==> config.mk <==
export PLATFORM = sky130hd
export DESIGN_NAME = drive_sequencer
export DESIGN_NICKNAME = d
export VERILOG_FILES = /design/src/rtl/drive_sequencer.sv
export SDC_FILE = /design/constraint.sdc
export NUM_CORES = 1
export LEC_CHECK = 0
export ABC_AREA = 1
export ABC_CLOCK_PERIOD_IN_PS = 2100
export CAP_MARGIN = 20
export CORE_MARGIN = 2
export CORE_UTILIZATION = 49
export CTS_CLUSTER_SIZE = 28
export DETAILED_ROUTE_END_ITERATION = 6
export DONT_BUFFER_PORTS = 1
export GPL_TIMING_DRIVEN = 0
export PLACE_DENSITY_LB_ADDON = 0.25
export SKIP_CTS_REPAIR_TIMING = 1
export SLEW_MARGIN = 20
export SYNTH_ARGS = -nofsm -noshare
export SYNTH_HDL_FRONTEND = slang
export SYNTH_SLANG_ARGS = --single-unit
==> constraint.sdc <==
create_clock -name clk -period 2.1 [get_ports clk]
set_input_delay 0.42 -clock clk [delete_from_list [all_inputs] [get_ports clk]]
set_output_delay 0.42 -clock clk [all_outputs]
set_load 0.02 [all_outputs]
==> src/rtl/drive_sequencer.sv <==
// Pad-drive sequencer: aligns pwm to the pattern buffer, inserts a programmable
// break-before-make dead time on every phase change, then steps a tweak pattern.
//
// state    | meaning
// ---------+-----------------------------------------------------------
// st_off   | after reset, outputs off, waiting for the first phase edge
// st_dead  | dead-time count running, outputs off
// st_drive | p/n phase drive and tweak step pattern applied
module drive_sequencer #(
   parameter int buffer_width = 8,
   parameter int no_steps     = 8,
   parameter int delay_width  = 8
) (
   input  logic                    clk,
   input  logic                    rst_n,
   input  logic                    enable,
   input  logic                    pwm,
   input  logic [buffer_width-1:0] p_drive,
   input  logic [buffer_width-1:0] n_drive,
   input  logic [buffer_width-1:0] tweak_delay,
   input  logic [buffer_width-1:0] tweak_sense,
   input  logic [buffer_width-1:0] tweak_drive_0,
   input  logic [buffer_width-1:0] tweak_drive_1,
   input  logic [buffer_width-1:0] tweak_drive_2,
   input  logic [buffer_width-1:0] tweak_drive_3,
   input  logic [buffer_width-1:0] tweak_drive_4,
   input  logic [buffer_width-1:0] tweak_drive_5,
   input  logic [buffer_width-1:0] tweak_drive_6,
   input  logic [buffer_width-1:0] tweak_drive_7,
   output logic [buffer_width-1:0] p_out,
   output logic [buffer_width-1:0] n_out,
   output logic [buffer_width-1:0] tweak_out,
   output logic [2:0]              step,
   output logic                    active
);

   localparam logic [2:0] last_step = 3'(no_steps - 1);

   typedef enum logic [1:0] {
      st_off,
      st_dead,
      st_drive
   } state_t;

   state_t                  state_q,     state_d;
   logic                    pwm_d1_q,    pwm_d1_d;
   logic                    pwm_d2_q,    pwm_d2_d;
   logic [delay_width-1:0]  dcnt_q,      dcnt_d;
   logic [2:0]              step_cnt_q,  step_cnt_d;
   logic [buffer_width-1:0] p_out_q,     p_out_d;
   logic [buffer_width-1:0] n_out_q,     n_out_d;
   logic [buffer_width-1:0] tweak_out_q, tweak_out_d;
   logic [2:0]              step_out_q,  step_out_d;
   logic                    active_q,    active_d;

   logic                    edge_det;
   logic                    drive_on;
   logic [delay_width-1:0]  delay_cap;
   logic [buffer_width-1:0] tweak_word;

   always_comb begin
      pwm_d1_d   = pwm;
      pwm_d2_d   = pwm_d1_q;
      edge_det   = (pwm_d1_q != pwm_d2_q);
      delay_cap  = tweak_delay[delay_width-1:0];
      state_d    = state_q;
      dcnt_d     = dcnt_q;
      step_cnt_d = step_cnt_q;

      // A phase edge restarts the sequence from any state.
      if (edge_det) begin
         dcnt_d     = delay_cap;
         step_cnt_d = 3'd0;
         state_d    = (delay_cap != '0) ? st_dead : st_drive;
      end else begin
         case (state_q)
            st_dead: begin
               if (dcnt_q <= delay_width'(1)) begin
                  dcnt_d  = '0;
                  state_d = st_drive;
               end else begin
                  dcnt_d = dcnt_q - delay_width'(1);
               end
            end
            st_drive: begin
               if (step_cnt_q != last_step) step_cnt_d = step_cnt_q + 3'd1;
            end
            default: ;
         endcase
      end

      case (step_cnt_q)
         3'd0:    tweak_word = tweak_drive_0;
         3'd1:    tweak_word = tweak_drive_1;
         3'd2:    tweak_word = tweak_drive_2;
         3'd3:    tweak_word = tweak_drive_3;
         3'd4:    tweak_word = tweak_drive_4;
         3'd5:    tweak_word = tweak_drive_5;
         3'd6:    tweak_word = tweak_drive_6;
         default: tweak_word = tweak_drive_7;
      endcase

      // Gating p on phase 1 and n on phase 0 is what prevents shoot-through.
      drive_on    = (state_q == st_drive) && enable;
      p_out_d     = (drive_on &&  pwm_d2_q) ? p_drive : '1;
      n_out_d     = (drive_on && !pwm_d2_q) ? n_drive : '0;
      tweak_out_d = drive_on ? (tweak_word & tweak_sense) : '0;
      step_out_d  = step_cnt_q;
      active_d    = drive_on;
   end

   always_ff @(posedge clk) begin
      if (!rst_n) begin
         state_q     <= st_off;
         pwm_d1_q    <= 1'b0;
         pwm_d2_q    <= 1'b0;
         dcnt_q      <= '0;
         step_cnt_q  <= 3'd0;
         p_out_q     <= '1;
         n_out_q     <= '0;
         tweak_out_q <= '0;
         step_out_q  <= 3'd0;
         active_q    <= 1'b0;
      end else begin
         state_q     <= state_d;
         pwm_d1_q    <= pwm_d1_d;
         pwm_d2_q    <= pwm_d2_d;
         dcnt_q      <= dcnt_d;
         step_cnt_q  <= step_cnt_d;
         p_out_q     <= p_out_d;
         n_out_q     <= n_out_d;
         tweak_out_q <= tweak_out_d;
         step_out_q  <= step_out_d;
         active_q    <= active_d;
      end
   end

   assign p_out     = p_out_q;
   assign n_out     = n_out_q;
   assign tweak_out = tweak_out_q;
   assign step      = step_out_q;
   assign active    = active_q;

endmodule

=== Word-level counts from Yosys, hierarchy flattened ===
Index checks and enable logic that the tools add are counted.

* Flip-flop bits (word level): 43
* Bits of input ports: 100
* Output and inout bits: 28

* Add/subtract/negate cells: 2
* Order comparisons: 1
* Equal/unequal tests: 10
* Multiplexer cells: 8
* Bitwise gates (word level): 2
* Reduce and logical (&&, ||, !) cells: 14

{| class="wikitable"
|+ Operators by type and width
! operator !! count
|-
| $pmux W8 S7 || 1
|-
| $mux W8 || 3
|-
| $reduce_and A2 Y1 || 5
|-
| $eq A3 B3 Y1 const B || 3
|-
| $and A8 B8 Y8 || 1
|-
| $le A8 B1 Y1 const B || 1
|-
| $mux W2 || 4
|-
| $reduce_bool A8 Y1 || 1
|-
| $sub A8 B1 Y8 const B || 1
|-
| $eq A3 B2 Y1 const B || 2
|-
| $reduce_bool A2 Y1 || 2
|-
| $add A3 B1 Y3 const B || 1
|-
| $eq A3 B1 Y1 const B || 1
|-
| $logic_and A1 B1 Y1 || 3
|-
| $logic_not A3 Y1 || 1
|-
| $ne A3 B3 Y1 const B || 1
|-
| $eq A2 B1 Y1 const B || 1
|-
| $eq A2 B2 Y1 const B || 1
|-
| $reduce_or A2 Y1 || 1
|-
| $logic_not A1 Y1 || 1
|-
| $ne A1 B1 Y1 || 1
|-
| $not A1 Y1 || 1
|}

=== Logic depth before layout (Yosys ltp) ===
* Word-level depth: 4
* Depth in mapped cells: 9
* Depth with buffers taken out: 9

=== Least setup slack after synthesis ===
Ideal clock, no wire load.

* Path kind: register to register
* From: register step_cnt_q[0]
* To: register tweak_out_q[0], in the netlist tweak_out[0]
* Arrival: 1384 ps
* Data required time: 1975 ps
* Setup slack: 591 ps
* Stages on the path, launching flop included: 9
* Path buffers: 2
* Clock period less this slack: 1509 ps
* Cells stage by stage: dfxtp_1 ha_1 ha_1 buf_4 nor2_4 nand2_4 buf_4 o211ai_1 a21oi_1

* Cells in the longest elaborated chain, start to end: 3
* Elaborated cells on any way between the ends: 9

{| class="wikitable"
|+ RTL lines
! item !! line !! text
|-
| start, declared || 49 || <nowiki>logic [2:0] step_cnt_q, step_cnt_d;</nowiki>
|-
| start signal, assigned || 129 || <nowiki>step_cnt_q <= step_cnt_d;</nowiki>
|-
| $eq A3 B3 Y1, or another cell as far along || 92 || <nowiki>case (step_cnt_q)</nowiki>
|-
| $pmux W8 S7 (*) || 92 ||
|-
| $and A8 B8 Y8 (*) || 107 || <nowiki>tweak_out_d = drive_on ? (tweak_word & tweak_sense) : '0;</nowiki>
|-
| end signal, assigned || 132 || <nowiki>tweak_out_q <= tweak_out_d;</nowiki>
|-
| end, declared || 52 || <nowiki>logic [buffer_width-1:0] tweak_out_q, tweak_out_d;</nowiki>
|}

Every way passes the cells marked *; elsewhere a longest branch is shown, timed or not.
A chain may end at the register's enable or synchronous reset.

=== Final worst setup path ===
* From: register step_cnt_q[2]
* To: register tweak_out_q[6], in the netlist tweak_out[6]

The elaborated chain is that of the path after synthesis.

==> impl_metrics.ini <==
[sta]
rsz0062_at_grt = false
drv_slew = 0
setup-violations-final = 0
fin_crit_sh_pct = 81.6
relSlewSlack_pct = 78.3
fmax_mhz = 584
finClkSkew_ns = 0.00680
worst_pin_slew_ns = 0.325
finalCriticalPeriod_ns = 1.71
tns_ns = 0
whs_ns = 0.210
hold_viol_final = 0

[synthesis]
synth_top_area_cell = dfxtp_1
avgSynthCellArea_sq_um = 6.73
synth.distinct_cells = 27
ys_ff_latch = 43
synthCells = 340
syn_nets = 448
ys_seq_area_share_pct = 37.6
synth.area.top_cells = dfxtp_1 38%, nand2_1 17%, inv_1 9.2%, nor2_1 6.1%, ha_1 4.4%
yosys.area.top_type_share_pct = 37.6
syn-cell-area_sq_um = 2290
ys_warn_count = 0

[floorplanning]
coreArea_sq_um = 4410
initial_core_util_pct = 51.9
dieHeight_microns = 72.4
die_w_microns = 72.4
io_pins = 128
rows = 24
dieArea_sq_um = 5240

[setup_path]
path_max_fanout = 10
arrival_ns = 1.90
r2r_slack_ns = 0.39
critPathBufInv = 3
critPathTopFamily = flip-flops
cp_cell_sequence = inv_2 -> ha_1 -> buf_4 -> nor2_4 -> nand2_4 -> buf_4 -> o211ai_1 -> a21oi_1
endpoint = tweak_out[6]
r2r-end = tweak_out[6]
cp.depth = 8
crit_start = step_cnt_q[2]
crit_top_cell = buf_4
crit_type = reg -> reg
crit_required_ns = 2.28
cp_slowest_cell = dfxtp_1
critical-path-max-stage-delay_ns = 0.46
r2r_cells = 8
crit_path_end_kind = register
r2r_start = step_cnt_q[2]
critPathLaunchType = register

[job]
drv_cap = 0

[global_routing]
grt_pass1_vias = 1978
antenna_found_initial = 0
grt_usage_pct = 21.5
overflow = 0
grt_max_degree = 16
grt_pass1_wl_microns = 8850

[drt]
first_pass_iters = 4
wl_per_cell_microns = 13.3
vias_per_cell = 5.12
drt_iter0_markers = 77
postRouteAntennaNets = 0
vias = 2047
routed_wl_microns = 5300
route.detailed.drc = 0

[hold_path]
hp-class = in -> reg

[cells_and_area]
nets = 455
final_cell_mix = 105 x nand2_1, 56 x inv_1, 43 x dfxtp_1, 37 x nor2_1, 18 x a21oi_1
final_common_cell = nand2_1
areaGrowthSynthToFinish_pct = 6.89
diodes = 0
final_layout_size_suffix_gt1_share_pct = 11.2
nFillCells = 435

[outcome]
status = finished clean

[power_and_ir_drop]
power_density_nw_per_um2 = 713
p_leak_nw = 1.26
max-vdd-ir-drop_mv = 0.496

[clocking]
clk_latency_ns = 0.29
cts_sinks = 43
ctsRootBufferMaster = clkbuf_8
cts_tree = built
path_clk_slew_ns = 0.09
clockBufferDepth = 2
ctsHtreeMaxLevel = 2
cts_buffers = 5

[place]
place_hpwl_microns = 4190
gp_congestion = 0.895
portBuffers = 0
[cells in the mapped netlist, drive strengths merged]
master / count
nand2: 115
inv: 65
dfxtp: 43
nor2: 42
a21oi: 18
o21ai: 16
ha: 8
a211oi: 7
o211ai: 7
nand3: 4
buf: 3
nand4: 3
xor2: 3
clkinv: 1
nor3: 1
o211a: 1
o21a: 1
o21bai: 1
or2: 1
[worst min path at each step]
stage                     startpoint  endpoint  depth (start not counted)
final                     p_drive[0]  p_out[0]                          2
after global routing      p_drive[1]  p_out[1]                          2
after CTS                 p_drive[6]  p_out[6]                          2
after detailed placement    pwm_d1_q  pwm_d2_q                          2
after global placement      pwm_d1_q  pwm_d2_q                          2
after floorplan             pwm_d1_q  pwm_d2_q                          2
[layout make-up]
cell class | count | area (sq um) | share of cell area (%)
Clock buffer | 5 | 68.8 | 2.81
Inverter | 66 | 248 | 10.1
Sequential cell | 43 | 861 | 35.2
Buffer | 3 | 20.0 | 0.818
Multi-Input combinational cell | 228 | 1160 | 47.4
Clock inverter | 3 | 23.8 | 0.971
Tap cell | 52 | 65.1 | 2.66
[metal layers]
| metal | wire, microns | vias to the layer above | GRT usage [%] |
|---|---|---|---|
| met5 | 0 | - | 0 |
| met4 | 91 | 0 | 6.92 |
| met3 | 519 | 12 | 7.64 |
| met2 | 2440 | 99 | 35.9 |
| met1 | 2250 | 887 | 25.8 |
| li1 | - | 1049 | - |
[through the flow]
step           instance area, sq um  utilization (%)  setup WS [ns]  power [W]  std cells
2_1_floorplan                  2290                -          0.591    0.00116        340
3_5_place_dp                   2350             53.3          0.422    0.00122        392
3_3_place_gp                   2350             53.3          0.427    0.00121        392
4_1_cts                        2450             55.4          0.406    0.00177        400
6_report                       2450             55.4          0.387    0.00174        400
5_1_grt                        2450             55.4          0.260    0.00188        400
[cells by family (layout without fill, tap and decap cells)]
kind of cell               Yosys count  in the layout  synth area share, %
buffers and inverters               69             77                 11.7
AOI/OAI and AO/OA                   51             51                 13.6
and+or+nand+nor                    166            166                 31.6
xor gates and xnor gates             3              3                 1.15
adders and majority gates            8              8                 4.37
DFF                                 43             43                 37.6
[sequential cells by signal (all words and copies together), names as in the netlist]
register,count
dcnt_q,8
active,1
step,3
pwm_d1_q,1
p_out,8
state_q,2
step_cnt_q,3
tweak_out,8
pwm_d2_q,1
n_out,8
[report_power, final]
group	switching, W	leakage (nW)	total (W)	internal, W
logic	0.000213	0.871	0.000327	0.000114
clock network	0.000305	0.0408	0.000543	0.000238
registers	0.0000284	0.349	0.000874	0.000846
total	0.000546	1.26	0.00174	0.00120
[worst reg2reg max path: stages, from the launching register on]
cell      delay, ns
dfxtp_1        0.46
inv_2          0.10
ha_1           0.20
buf_4          0.17
nor2_4         0.10
nand2_4        0.08
buf_4          0.19
o211ai_1       0.22
a21oi_1        0.06
Power figures use the tool's default switching activity.
